$ cat src/rtl/spi_regfile_pkg.sv
// Shared opcodes, FSM state encoding and decode helper for the SPI register file.
package spi_regfile_pkg;

  localparam logic [7:0] OP_WRITE     = 8'h01;
  localparam logic [7:0] OP_READ      = 8'h02;
  localparam logic [7:0] OP_FLAG_MASK = 8'hC0;

  typedef enum logic [2:0] {
    ST_IDLE,
    ST_INSTR,
    ST_ADDR,
    ST_DATA,
    ST_SKIP
  } state_t;

  // Flag opcodes are 0b11v_iiiii: top two bits set, v = value, i = flag index.
  function automatic logic is_flag_op(input logic [7:0] op);
    return (op & OP_FLAG_MASK) == OP_FLAG_MASK;
  endfunction

endpackage

$ cat src/rtl/spi_byte_shifter.sv
// Bit counter plus RX/TX byte shifters for the SPI slave; all state on posedge SCLK.
module spi_byte_shifter
  import spi_regfile_pkg::*;
(
  input  logic       i_clk,
  input  logic       i_rst_n,
  input  logic       i_ss,
  input  logic       i_mosi,
  input  logic       i_load,
  input  logic [7:0] i_load_data,
  output logic       o_byte_done,
  output logic       o_partial,
  output logic [7:0] o_rx_byte,
  output logic       o_miso
);

  logic [2:0] r_cnt;
  logic [6:0] r_rx;
  logic [6:0] r_tx;
  logic       r_miso;

  // The byte completes on the 8th selected edge; the incoming bit is the LSB.
  assign o_byte_done = !i_ss && (r_cnt == 3'd7);
  assign o_partial   = (r_cnt != 3'd0);
  assign o_rx_byte   = {r_rx, i_mosi};
  assign o_miso      = r_miso;

  // Shift in MOSI, shift out TX (bit7 goes straight to MISO on a load); deselect clears all.
  always_ff @(posedge i_clk or negedge i_rst_n) begin
    if (!i_rst_n) begin
      r_cnt  <= '0;
      r_rx   <= '0;
      r_tx   <= '0;
      r_miso <= 1'b0;
    end else if (i_ss) begin
      r_cnt  <= '0;
      r_rx   <= '0;
      r_tx   <= '0;
      r_miso <= 1'b0;
    end else begin
      r_cnt <= r_cnt + 3'd1;
      r_rx  <= {r_rx[5:0], i_mosi};
      if (i_load) begin
        r_miso <= i_load_data[7];
        r_tx   <= i_load_data[6:0];
      end else begin
        r_miso <= r_tx[6];
        r_tx   <= {r_tx[5:0], 1'b0};
      end
    end
  end

endmodule

$ cat src/rtl/spi_regfile_burst.sv
// SPI-slave register file with burst read/write, auto-increment pointer and ready flags.
module spi_regfile_burst
  import spi_regfile_pkg::*;
#(
  parameter int DEPTH      = 162,
  parameter int ADDR_BYTES = 2,
  parameter int NUM_FLAGS  = 3,
  parameter int WRAP       = 1
) (
  input  logic                 SCLK,
  input  logic                 RESET_N,
  input  logic                 SS,
  input  logic                 MOSI,
  output logic                 MISO,
  output logic [NUM_FLAGS-1:0] ready_flags,
  output logic [DEPTH*8-1:0]   all_data_out,
  output logic                 frame_error
);

  localparam int AW = ADDR_BYTES * 8;
  // One extra pointer bit so WRAP=0 can park the pointer at DEPTH even for a full address space.
  localparam int PW = AW + 1;
  localparam int IW = (DEPTH > 1) ? $clog2(DEPTH) : 1;
  localparam logic [PW-1:0] DEPTH_P = PW'(DEPTH);
  localparam logic [PW-1:0] LAST_P  = PW'(DEPTH - 1);
  localparam logic [1:0]    LAST_AB = 2'(ADDR_BYTES - 1);

  logic          w_byte_done;
  logic          w_partial;
  logic [7:0]    w_rx_byte;
  logic          w_load;
  logic [7:0]    w_load_data;
  logic [PW-1:0] w_load_ptr;
  logic [AW-1:0] w_addr_next;
  logic [PW-1:0] w_addr_ptr;
  logic          w_last_ab;

  state_t        r_state;
  logic [1:0]    r_abyte;
  logic [AW-1:0] r_addr;
  logic [PW-1:0] r_ptr;
  logic          r_rd;
  logic [7:0]    r_mem [DEPTH];
  logic [NUM_FLAGS-1:0] r_flags;
  logic          r_ferr;

  // Burst increment: wrap or park at DEPTH at the top; an out-of-range pointer stays put.
  function automatic logic [PW-1:0] next_ptr(input logic [PW-1:0] p);
    if (p == LAST_P)        return (WRAP != 0) ? '0 : DEPTH_P;
    else if (p >= DEPTH_P)  return p;
    else                    return p + PW'(1);
  endfunction

  spi_byte_shifter u_shift (
    .i_clk       (SCLK),
    .i_rst_n     (RESET_N),
    .i_ss        (SS),
    .i_mosi      (MOSI),
    .i_load      (w_load),
    .i_load_data (w_load_data),
    .o_byte_done (w_byte_done),
    .o_partial   (w_partial),
    .o_rx_byte   (w_rx_byte),
    .o_miso      (MISO)
  );

  assign w_addr_next = AW'({r_addr, w_rx_byte});
  assign w_addr_ptr  = PW'(w_addr_next);
  assign w_last_ab   = (r_abyte == LAST_AB);

  // Pick the register feeding the TX shifter: the fresh address on the last address byte, else the pointer.
  always_comb begin
    w_load     = 1'b0;
    w_load_ptr = r_ptr;
    if (w_byte_done && r_rd) begin
      if (r_state == ST_ADDR && w_last_ab) begin
        w_load     = 1'b1;
        w_load_ptr = w_addr_ptr;
      end else if (r_state == ST_DATA) begin
        w_load = 1'b1;
      end
    end
    w_load_data = (w_load_ptr < DEPTH_P) ? r_mem[w_load_ptr[IW-1:0]] : 8'h00;
  end

  for (genvar g = 0; g < DEPTH; g++) begin : g_img
    assign all_data_out[8*g +: 8] = r_mem[g];
  end

  assign ready_flags = r_flags;
  assign frame_error = r_ferr;

  // Frame FSM: opcode decode, address assembly, pointer walk, register writes and flag updates.
  always_ff @(posedge SCLK or negedge RESET_N) begin
    if (!RESET_N) begin
      r_state <= ST_IDLE;
      r_abyte <= '0;
      r_addr  <= '0;
      r_ptr   <= '0;
      r_rd    <= 1'b0;
      r_flags <= '0;
      r_ferr  <= 1'b0;
      for (int i = 0; i < DEPTH; i++) r_mem[i] <= '0;
    end else if (SS) begin
      r_state <= ST_IDLE;
      r_abyte <= '0;
      if (w_partial) r_ferr <= 1'b1;
    end else begin
      case (r_state)
        ST_IDLE: r_state <= ST_INSTR;
        ST_INSTR: begin
          if (w_byte_done) begin
            r_abyte <= '0;
            if (w_rx_byte == OP_WRITE || w_rx_byte == OP_READ) begin
              r_state <= ST_ADDR;
              r_rd    <= (w_rx_byte == OP_READ);
              r_ferr  <= 1'b0;
            end else if (is_flag_op(w_rx_byte)) begin
              r_state <= ST_SKIP;
              r_ferr  <= 1'b0;
              for (int k = 0; k < NUM_FLAGS; k++)
                if (w_rx_byte[4:0] == 5'(k)) r_flags[k] <= w_rx_byte[5];
            end else begin
              r_state <= ST_SKIP;
            end
          end
        end
        ST_ADDR: begin
          if (w_byte_done) begin
            r_addr <= w_addr_next;
            if (w_last_ab) begin
              r_state <= ST_DATA;
              r_ptr   <= r_rd ? next_ptr(w_addr_ptr) : w_addr_ptr;
            end else begin
              r_abyte <= r_abyte + 2'd1;
            end
          end
        end
        ST_DATA: begin
          if (w_byte_done) begin
            if (!r_rd && r_ptr < DEPTH_P) r_mem[r_ptr[IW-1:0]] <= w_rx_byte;
            r_ptr <= next_ptr(r_ptr);
          end
        end
        default: ;
      endcase
    end
  end

endmodule

$ cat config.mk
export PLATFORM = sky130hd
export DESIGN_NAME = spi_regfile_burst
export DESIGN_NICKNAME = d
export VERILOG_FILES = /design/src/rtl/spi_regfile_pkg.sv /design/src/rtl/spi_byte_shifter.sv /design/src/rtl/spi_regfile_burst.sv
export SDC_FILE = /design/constraint.sdc
export NUM_CORES = 2
export LEC_CHECK = 0
export ABC_AREA = 1
export BUFFER_PORTS_ARGS = -buffer_cell sky130_fd_sc_hd__buf_2
export CAP_MARGIN = 5
export CELL_PAD_IN_SITES_DETAIL_PLACEMENT = 0
export CELL_PAD_IN_SITES_GLOBAL_PLACEMENT = 1
export CORE_AREA = 5 5 510 512
export DETAILED_ROUTE_END_ITERATION = 10
export DIE_AREA = 0 0 515 517
export GPL_ROUTABILITY_DRIVEN = 1
export PLACE_DENSITY = 0.63
export SYNTH_ARGS = -nofsm -noshare
export SYNTH_HDL_FRONTEND = slang
export SYNTH_HIERARCHICAL = 1
export SYNTH_SLANG_ARGS = --single-unit
$ cat constraint.sdc
create_clock -name SCLK -period 5.2 [get_ports SCLK]
set_input_delay 1.04 -clock SCLK [delete_from_list [all_inputs] [get_ports SCLK]]
set_output_delay 1.04 -clock SCLK [all_outputs]
set_load 0.03 [all_outputs]
==> results.json <==
{
  "status": "finished clean",
  "synth_nets": 9385,
  "max_stage_delay_ns": 0.51,
  "maxCapViolCount": 0,
  "post_cts_buffers": 0,
  "finalCoreUtilization": 0.336,
  "synth_edf_count": 0,
  "gp_congestion": 0.913,
  "end_kind": "flip-flop",
  "fin_setup_tns_ns": 0,
  "grt_pass1_wl_mm": 535,
  "grt_max_degree": 106,
  "async_reset_ff_frac": 1.00,
  "synth_area_per_cell_um2": 7.43,
  "area_delta_synth_final_pct": 23.4,
  "antenna_found_initial": 24,
  "crit_buf_inv": 4,
  "hold_violations": 0,
  "cts_hold_buf": 0,
  "critPathLaunchType": "flip-flop",
  "worst_path_most_repeated_cell": "nand2_1",
  "grt_use_total": 0.285,
  "post-route-period-util": 0.944,
  "drtIter0Drc": 7257,
  "vias": 67700,
  "cts_num_sinks": 1349,
  "timing.fmax_mhz": 204,
  "worst_slack_ns": 0.294,
  "maxSlewViolCount": 0,
  "rows": 186,
  "pwr-share-comb": 0.030,
  "p_leak_nw": 42.6,
  "required_ns": 5.88,
  "io_pins": 1305,
  "max-clock-path-buffers": 3,
  "core_um2": 255000,
  "htreeDepth": 4,
  "worstPathArrival_ns": 5.58,
  "critical_path_class": "reg -> reg",
  "numCtsBuffers": 167,
  "vdd_drop_max_uv": 293,
  "die_w_um": 515,
  "sw_frac_of_total": 0.244,
  "final_common_cell": "inv_1",
  "clockPowerShare": 0.516,
  "insertion_delay_ns": 0.83,
  "dr.pass1.iters": 6,
  "seq_area_frac_synth": 0.485,
  "wl_mm": 394,
  "final_cell_mix": "2,262 x inv_1, 1,342 x dfrtp_1, 1,302 x buf_2",
  "path_cells": "ha_1 -> ha_1 -> inv_1 -> nor2_1 -> nand2_1 -> inv_1 -> nand3_1 -> nand2_1 -> nand2_4 -> buf_12 -> buf_4 -> nand2_1 -> a21oi_2 -> nor2_1 -> nor2_1 -> nand2_1 -> nand3_1 -> nand3_1 -> nand3_1 -> a21oi_1 -> nand2_1 -> nor2_1",
  "hold_class": "in -> async",
  "path_clk_slew_ns": 0.06,
  "cts_resized": 0,
  "pre_cts_ws_ns": -0.120,
  "dp_hpwl_mm": 293,
  "nNetsFinal": 10500,
  "cts_tree": "done",
  "grt_pass1_vias": 64500,
  "fp.dieH_um": 517,
  "p_switching_mw": 5.68,
  "syn_area_um2": 69600,
  "min_period_ns": 4.91,
  "drive_gt1_frac": 0.184,
  "port_buffers": 1304,
  "ys_types": 42,
  "ys_ff_latch": 1349,
  "dieArea_um2": 266000,
  "wl_per_cell_um": 28.0,
  "cp_top_family": "simple AND/OR/NAND/NOR gates",
  "grt_overflow_total": 0,
  "yosysWarnings": 6,
  "skew_ns": 0.0453,
  "internal_power_mw": 17.6,
  "remaining_drc_errors": 0,
  "cellPowerDensity_nw_per_um2": 271,
  "slowest_stage": "buf_4",
  "initial_core_util": 0.273,
  "power_frac_seq": 0.454,
  "cp_max_fo": 100,
  "ant_nets": 0,
  "worstMarginPinSlew_ns": 1.24,
  "synthCells": 9369,
  "timing.slew.headroom": 0.174,
  "clockRootBuffer": "clkbuf_16",
  "rsz0062_at_grt": "false",
  "setup_viol": 0,
  "ys.flop_type": "dfrtp_1",
  "vias_per_cell": 4.82
}
power groups by stage:
stage	clock (mW)	sequential, mW	combinational (mW)
2_1_floorplan	0	10.7	0.241
3_3_place_gp	0	10.7	0.710
3_5_place_dp	0	10.7	0.712
4_1_cts	12.2	10.5	0.712
5_1_grt	12.6	10.5	0.766
6_report	12.0	10.5	0.698
worst register-to-register path: stages (launching register included):
cell and delay, ns:
dfrtp_1 0.39, ha_1 0.22, ha_1 0.18, inv_1 0.05
nor2_1 0.07, nand2_1 0.09, inv_1 0.09, nand3_1 0.34
nand2_1 0.22, nand2_4 0.16, buf_12 0.35, buf_4 0.68
nand2_1 0.16, a21oi_2 0.37, nor2_1 0.13, nor2_1 0.18
nand2_1 0.07, nand3_1 0.24, nand3_1 0.34, nand3_1 0.19
a21oi_1 0.08, nand2_1 0.13, nor2_1 0.04
worst paths after layout:
path / start / slack, ns / end / cells after the start
setup / recovery: u_shift/r_cnt[0] / 0.29 / u_shift/r_tx[0] / 22
hold / removal: RESET_N / 0.26 / all_data_out[1048] / 1
setup reg to reg: u_shift/r_cnt[0] / 0.29 / u_shift/r_tx[0] / 22
hold reg to reg: u_shift/r_cnt[0] / 0.47 / u_shift/r_cnt[0] / 1
max in group asynchronous: RESET_N / 3.38 / u_shift/r_rx[3] / 2
min in group SCLK: MOSI / 0.46 / u_shift/r_rx[0] / 3
logic make-up after synthesis:
| group | after synthesis | synth area share |
|---|---|---|
| buf+inv | 2859 | 0.160 |
| simple gates | 3167 | 0.186 |
| fa+ha+maj | 12 | 0.00216 |
| xor+xnor | 1 | 0.000126 |
| mux | 120 | 0.0173 |
| compound gates | 1861 | 0.150 |
| flops | 1349 | 0.485 |
sequential cells by signal, indices dropped and copies added, names as in the netlist:
register        cells
ready_flags         3
u_shift/r_rx        7
r_rd                1
r_abyte             2
u_shift/r_cnt       3
all_data_out     1296
frame_error         1
r_state             3
r_ptr              17
r_addr              8
u_shift/o_miso      1
u_shift/r_tx        7
area by class of cell:
type                    count  area (um^2)
inverters                2284         8580
diodes                      8         20.0
repair buffers           1550         8890
fillers                 27300       169000
clock inverters            36          417
well taps                3384         4230
multi-input cells        5161        24800
flip-flops and latches   1349        33800
clock buffers             261         5140
cell usage after synthesis (6+ instances only):
library cell  count  area, um^2
ha_1             12         150
nand4_1           7        43.8
buf_2           227        1140
nor2_2           70         438
nand2_1        1287        4830
a22oi_1           6        45.0
a21oi_1        1148        5750
nor2_1         1239        4650
nor3_1           11        55.1
o211ai_1        414        3110
nor2_4           20         225
clkinv_1         17        63.8
clkbuf_1        283        1060
a31oi_1          10        62.6
o21ai_0         265        1330
dfrtp_1        1349       33800
buf_4            19         143
buf_1            43         161
nand3_1         525        2630
mux2i_1         119        1190
inv_1          2263        8490
per-layer routing:
metal,vias up,routed length (um),global-route usage
met3,512,33700,0.0711
met1,33100,161000,0.365
li1,31000,-,-
met5,-,27,0
met4,4,17300,0.113
met2,3029,182000,0.463
metrics by stage:
| step | total power, mW | hold slack, ns | instances | area, um^2 |
|---|---|---|---|---|
| global placement | 11.4 | 0.445 | 13700 | 80300 |
| detailed placement | 11.4 | 0.461 | 13700 | 80300 |
| global route | 23.9 | 0.261 | 14000 | 85900 |
| finish | 23.2 | 0.257 | 14000 | 85900 |
| CTS | 23.5 | 0.235 | 14000 | 85900 |
| floorplan | 11.0 | 0.432 | 9369 | 69600 |
Note: power is estimated with default switching activity, not from simulation.
